--- src/rtl/rv_pkg.sv ---
// rv_pkg: shared RISC-V core constants and the IF/ID pipeline bundle
//   XLEN    - datapath width
//   RV_NOP  - addi x0,x0,0, used as the pipeline bubble
//   ifid_t  - IF/ID register contents {valid, inst, pc, pc_plus4}
package rv_pkg;
   localparam int XLEN = 32;
   localparam logic [XLEN-1:0] RV_NOP = 32'h0000_0013;
   typedef struct packed {
      logic            valid;
      logic [XLEN-1:0] inst;
      logic [XLEN-1:0] pc;
      logic [XLEN-1:0] pc_plus4;
   } ifid_t;
endpackage

--- src/rtl/if_fetch_stage_pc_reg.sv ---
// pc_reg: program counter with next-PC priority mux (rst > redirect > flush > stall > advance)
//   clk, rst          - clock, synchronous active-high reset
//   stall             - hold PC
//   flush             - advance PC even while stalled
//   redirect          - load word-aligned redirect_pc
//   redirect_pc       - redirect target byte address
//   pc                - current word-aligned PC
module pc_reg
   import rv_pkg::*;
#(
   parameter logic [XLEN-1:0] RESET_PC = 32'h0000_0000
) (
   input  logic            clk,
   input  logic            rst,
   input  logic            stall,
   input  logic            flush,
   input  logic            redirect,
   input  logic [XLEN-1:0] redirect_pc,
   output logic [XLEN-1:0] pc
);
   logic [XLEN-1:0] r_pc;
   logic [XLEN-1:0] w_pc_next;
   // flush discards the held instruction, so the PC must move on even under stall
   always_comb
      w_pc_next = redirect ? (redirect_pc & ~32'h3) : (flush || !stall) ? r_pc + 32'd4 : r_pc;
   always_ff @(posedge clk)
      if (rst) r_pc <= RESET_PC & ~32'h3;
      else     r_pc <= w_pc_next;
   assign pc = r_pc;
endmodule

--- src/rtl/if_fetch_stage.sv ---
// if_fetch_stage: instruction fetch with IF/ID register, stall/flush/redirect and perf counters
//   clk, rst                     - clock, synchronous active-high reset
//   imem_addr / imem_inst        - fetch address out, combinational instruction in
//   stall, flush, redirect(_pc)  - hazard and control-flow inputs from later stages
//   ifid_valid/inst/pc/pc_plus4  - IF/ID pipeline register
//   fetch_count, bubble_count    - saturating accepted-fetch and bubble counters
module if_fetch_stage
   import rv_pkg::*;
#(
   parameter logic [XLEN-1:0] RESET_PC = 32'h0000_0000,
   parameter logic [XLEN-1:0] NOP_INST = RV_NOP,
   parameter int              CNT_W    = 32
) (
   input  logic             clk,
   input  logic             rst,
   output logic [XLEN-1:0]  imem_addr,
   input  logic [XLEN-1:0]  imem_inst,
   input  logic             stall,
   input  logic             redirect,
   input  logic [XLEN-1:0]  redirect_pc,
   input  logic             flush,
   output logic             ifid_valid,
   output logic [XLEN-1:0]  ifid_inst,
   output logic [XLEN-1:0]  ifid_pc,
   output logic [XLEN-1:0]  ifid_pc_plus4,
   output logic [CNT_W-1:0] fetch_count,
   output logic [CNT_W-1:0] bubble_count
);
   logic [XLEN-1:0]  w_pc;
   logic             w_bubble;
   logic             w_fetch;
   ifid_t            r_ifid;
   logic [CNT_W-1:0] r_fetch_cnt;
   logic [CNT_W-1:0] r_bubble_cnt;
   pc_reg #(.RESET_PC(RESET_PC)) u_pc (
      .clk(clk), .rst(rst), .stall(stall), .flush(flush),
      .redirect(redirect), .redirect_pc(redirect_pc), .pc(w_pc)
   );
   assign w_bubble = redirect || flush;
   assign w_fetch  = !w_bubble && !stall;
   // a bubble keeps the previous pc fields so downstream sees a stable (but invalid) tag
   always_ff @(posedge clk)
      if (rst) begin
         r_ifid       <= '{valid: 1'b0, inst: NOP_INST, pc: '0, pc_plus4: 32'd4};
         r_fetch_cnt  <= '0;
         r_bubble_cnt <= '0;
      end else begin
         if (w_bubble) begin
            r_ifid.valid <= 1'b0;
            r_ifid.inst  <= NOP_INST;
         end else if (w_fetch) begin
            r_ifid <= '{valid: 1'b1, inst: imem_inst, pc: w_pc, pc_plus4: w_pc + 32'd4};
         end
         if (w_fetch && !(&r_fetch_cnt))   r_fetch_cnt  <= r_fetch_cnt + CNT_W'(1);
         if (w_bubble && !(&r_bubble_cnt)) r_bubble_cnt <= r_bubble_cnt + CNT_W'(1);
      end
   assign imem_addr     = w_pc;
   assign ifid_valid    = r_ifid.valid;
   assign ifid_inst     = r_ifid.inst;
   assign ifid_pc       = r_ifid.pc;
   assign ifid_pc_plus4 = r_ifid.pc_plus4;
   assign fetch_count   = r_fetch_cnt;
   assign bubble_count  = r_bubble_cnt;
endmodule

--- config.mk ---
export PLATFORM = sky130hd
export DESIGN_NAME = if_fetch_stage
export DESIGN_NICKNAME = d
export VERILOG_FILES = /design/src/rtl/rv_pkg.sv /design/src/rtl/if_fetch_stage_pc_reg.sv /design/src/rtl/if_fetch_stage.sv
export SDC_FILE = /design/constraint.sdc
export NUM_CORES = 1
export LEC_CHECK = 0
export CAP_MARGIN = 0
export CORE_MARGIN = 1.5
export CORE_UTILIZATION = 52
export DETAILED_ROUTE_END_ITERATION = 16
export PLACE_DENSITY = 0.89
export RECOVER_POWER = 50
export REMOVE_ABC_BUFFERS = 1
export SLEW_MARGIN = 20
export SYNTH_ARGS = -nofsm -noshare
export SYNTH_HDL_FRONTEND = slang
export SYNTH_HIERARCHICAL = 1
export SYNTH_SLANG_ARGS = --single-unit
export TNS_END_PERCENT = 5
--- constraint.sdc ---
create_clock -name clk -period 6.5 [get_ports clk]
set_input_delay 1.95 -clock clk [delete_from_list [all_inputs] [get_ports clk]]
set_output_delay 1.95 -clock clk [all_outputs]
set_load 0.05 [all_outputs]
---- Yosys cells after proc, flatten, opt, wreduce, memory -nomap -nowiden ----
Cells that the tools add are included.
storage, ports and cells
  word-level logic and storage cells ...... 29
  bits in registers ....................... 193
operators by class
  add/sub/neg operators ................... 3
  reductions and logical operators ........ 15
  bitwise gates (word level) .............. 1
  mux-type cells .......................... 2
operator list
  cell                     number
  $add A32 B1 Y32 const B  2
  $mux W32                 2
  $reduce_and A32 Y1       2
  $add A32 B3 Y32 const B  1
  $logic_not A1 Y1         4
  $reduce_or A2 Y1         2
  $logic_and A1 B1 Y1      3
  $logic_or A1 B1 Y1       2
  $reduce_and A2 Y1        1
  $reduce_bool A2 Y1       1
  $not A1 Y1               1

---- Logic depth before layout (Yosys ltp) ----
  word-level depth ........................ 4
  gate-level depth with buffers ........... 7

---- Modules after synthesis ----
Netlist, hierarchy kept.
by module, submodules not included
  module          times used  cells each  sequential area each (µm²)  area each (µm²)
  if_fetch_stage  1           817         3183.1                      7069.3
  pc_reg          1           238         600.6                       1924.3

---- Worst setup path before layout ----
Ideal clock, no wire load.
  kind .................................... input to register
  start point ............................. input stall
  end point ............................... register r_fetch_cnt[19] (netlist: fetch_count[19])
  slack ................................... 2.914 ns
  cell stages on the path ................. 5
  arrival ................................. 3.462 ns
  library setup time ...................... 0.123 ns
  cell sequence ........................... or3_1 > buf_2 > a2111oi_2 > and3_1 > mux2_1
on the way
  longest elaborated chain between the ends .. 3
ends and longest elaborated chain
  what                  line                  source
  from (decl)           if_fetch_stage.sv:18  input logic stall,
  $logic_not A1 Y1      if_fetch_stage.sv:40  assign w_fetch = !w_bubble && !stall;
  $logic_and A1 B1 Y1   if_fetch_stage.sv:40
  $logic_and A1 B1 Y1   if_fetch_stage.sv:54  if (w_fetch && !(&r_fetch_cnt)) r_fetch_cnt <= r_fetch_cnt + CNT_W'(1);
  to (signal assigned)  if_fetch_stage.sv:54
  to (decl)             if_fetch_stage.sv:33  logic [CNT_W-1:0] r_fetch_cnt;
Every way passes these cells.
A chain may end at the register's enable or synchronous reset.

---- Worst setup path in the final report ----
  start point ............................. input redirect
  end point ............................... register u_pc.r_pc[31] (netlist: u_pc/pc[31])
on the way
  longest elaborated chain between the ends .. 1
ends and longest elaborated chain
  what                                                   line                         source
  from (decl)                                            if_fetch_stage.sv:19         input logic redirect,
  $mux W32 / $reduce_bool A2 Y1 (equally long branches)  n/a
  to (signal assigned)                                   if_fetch_stage_pc_reg.sv:27  if (rst) r_pc <= RESET_PC & ~32'h3;
  to (signal assigned)                                   if_fetch_stage_pc_reg.sv:28  else r_pc <= w_pc_next;
  to (decl)                                              if_fetch_stage_pc_reg.sv:21  logic [XLEN-1:0] r_pc;
Parallel ways exist; a longest one is shown, timed or not.

==> results.md <==
* Worst-path maximum fanout at 38
* Worst r2r src: u_pc/pc[3]
* WP data required at 6.80 ns
* Slowest cell on the critical path: clkbuf_1
* Gr ovfl total at 0
* Worst Reg-to-Reg Cells at 6
* Pins over their slew limit at 45
* Vias in the first global route at 8,085
* Die height at 134.5 um
* Yosys Warn Count at 6
* Pin count of the biggest net entering global routing at 90
* Worst Setup End Kind: flop
* Final setup vio count at 0
* Reg2reg setup slack at 3.95 ns
* Synthesized instance count at 1,055
* # fillers at 1,272
* Core region area at 16,760 um^2
* CTS Buf Count at 17
* Largest area contributor in the netlist: dfxtp_1
* Max Clk Rate at 0.2033 GHz
* Starting density of the core at 0.5366
* WL/cell at 17.36 um
* Hold Path Stages at 2
* Top FF cell, synth: dfxtp_1
* Compound-Gate Fraction of Synth Area at 0.1505
* Overall die area at 18,090 um^2
* Total Power at 2.645 mW
* Syn_area_per_cell at 8.525 um^2
* Status: complete, but fails checks
* Nets@finish at 1,343
* Clk sinks at 189
* GRT Resource Usage Total at 0.2869
* Delay-heaviest family, CP: buffers and inverters
* Leakage power at 4.393 nW
* Post-CTS Hold Buffers at 0
* Worst skew pair latency at 0.44 ns
* Slew headroom at -0.04917
* Worst VDD drop at 0.1952 mV
* Most common cell after layout, fill and taps aside: dfxtp_1
* Clk_skew at 0.01013 ns
* Seq cells post-synth at 189
* Hold Startpoint: ifid_valid
* Initial antenna violation count at 3
* Async set-reset flop share out of synthesis at 0
* DIE WIDTH at 134.5 um
* XOR/XNOR Fraction of Synth Area at 0.07012
* Hold Vio Cnt, Final at 0
* Setup tns final at 0 ns
* Worst Setup SP: redirect
* RSZ-0062 raised after global routing: false
* Failing checks: capacitance limit, slew limit
* Post-DP HPWL at 17,890 um
* Post-cts resize count at 0
* Hold Path Sink: ifid_valid
* Number of synthesized flops with an enable pin at 0
* Hold slack at 0.4445 ns
* Placement Setup Slack at 1.374 ns
* P&R area growth vs syn at 35.49%
* Clock transition at path regs at 0.07 ns
* Mux contribution to synthesized area at 0.04201
* Synthesized cell area at 8994 um^2
* Final core occ at 0.7271
* CTS max path bufs at 2
* Adder-Cell Fraction of Synth Area at 0.005565
* Io pins at 262
* Residual DRC count at 0
* Number of port buffers at 257
* Worst setup margin at 1.582 ns
* Rows at 47
* Cell Chain, Critical Path: dlygate4sd3_1 > clkbuf_1 > clkinv_1 > buf_4 > and3_1 > a32oi_1 > nand3_1
* Final ANT Viol Nets at 0
* Post-CTS Setup Inserts at 0
* Synth Area in Simple Gates at 0.2706
* Crit path DAT at 5.21 ns
* Fraction of layout cells with a size suffix above 1 at 0.05460
* Clk Tree Root Cell: clkbuf_16
* Avg Vias per Cell at 5.920
* Final WL at 26,100 um
* Slew @ Worst Pin at 1.574 ns
* Max capacitance violation total at 2
* Worst R2R End: ifid_pc_plus4[30]
* First-pass GRT wire length at 41,900 um
* Power density cells at 217.1 nW/um^2
* Largest family of logic cells by synthesized area: simple AND/OR/NAND/NOR gates
* Crit path kind: in2reg
* Drt first pass iters at 7
* CTS tree: yes
* Vias at 8,904
* Synth area leaders: dfxtp_1, nor2_1, xnor2_1
* HP Class: reg2reg
* Unique masters post-synth at 65
* H-Tree Level Count at 4
* Minimum clock period at 4.918 ns
* DR iter-0 viols at 735
* Startpoint types: input port
* Leading cell types in the layout, fill and taps excluded: dfxtp_1, nor2_1, clkdlybuf4s50_1
* Crit path largest cell delay at 1.10 ns
* Synth top area share at 0.4207
* Buf+Inv Stages, Crit Path at 4
* Placer Congestion at 0.8675
* Final Cycle Share at 0.7566
* Post-synthesis sequential area ratio at 0.4207
[cell type report]
cell class / count / area [um^2] / area share
Multi-Input combinational cell: 778 / 4848 / 0.3979
Sequential cell: 189 / 3784 / 0.3105
Timing Repair Buffer: 265 / 2621 / 0.2151
Clock buffer: 19 / 452.9 / 0.03717
Tap cell: 220 / 275.3 / 0.02259
Clock inverter: 12 / 127.6 / 0.01047
Inverter: 19 / 71.32 / 0.005853
Antenna cell: 2 / 5.005 / 0.0004107
[cells in the mapped netlist (5+ instances only)]
library cell and number:
a211oi_1 40, nor2_1 144, a21oi_1 57, a2111oi_0 5, nand2b_1 6, and3_1 16
o31ai_1 14, clkbuf_1 48, nand3_1 50, inv_1 18, nor2b_1 13, buf_2 9
nand2_1 98, xnor2_1 44, nand4_1 43, and2_1 8, o21ai_0 16, mux2i_1 31
buf_1 9, mux2_2 5, nor4_1 13, a311oi_1 18, or3_1 15, dfxtp_1 189
a211o_1 5, xor2_1 28, or4_1 20, nor3_1 13, and4_1 11
[worst max path at each step]
| stage | end | slack, ns | cells past startpoint |
|---|---|---|---|
| finish | u_pc/pc[31] | 1.58 | 7 |
| global route | u_pc/pc[27] | 1.38 | 7 |
| CTS | fetch_count[19] | 1.83 | 5 |
| detailed placement | fetch_count[19] | 1.37 | 5 |
| global placement | fetch_count[19] | 1.48 | 5 |
| floorplan | fetch_count[25] | 0.48 | 5 |
[routing by layer]
layer,track usage,part of all wire,vias up
met4,0.1105,0.026,2
met3,0.07958,0.082,50
met1,0.3591,0.40,4188
li1,-,-,4276
met5,0,0.00050,-
met2,0.4709,0.49,388
[worst min-delay path, cell delays in order (launching register included)]
cell and delay, ns:
dfxtp_1 0.31, inv_1 0.04, a21oi_1 0.05
[cells by family after synthesis]
kind of cell             count (synthesis)
multiplexers                            37
flip-flops                             189
AND/OR/NAND/NOR                        473
AO/OA/AOI/OAI                          190
adder cells (fa/ha/maj)                  4
buffers and inverters                   89
other                                    1
XOR/XNOR                                72
[through the flow]
step	area, um^2	cells
floorplan	8708	986
global placement	11620	1471
detailed placement	11620	1471
CTS	12200	1502
global route	12190	1504
finish	12190	1504
[power breakdown]
part / switching (mW) / internal (mW) / total [mW]
registers: 0.0559 / 1.19 / 1.25
clock network: 0.487 / 0.559 / 1.05
logic: 0.222 / 0.131 / 0.353
Note: power is estimated with default switching activity, not from simulation.
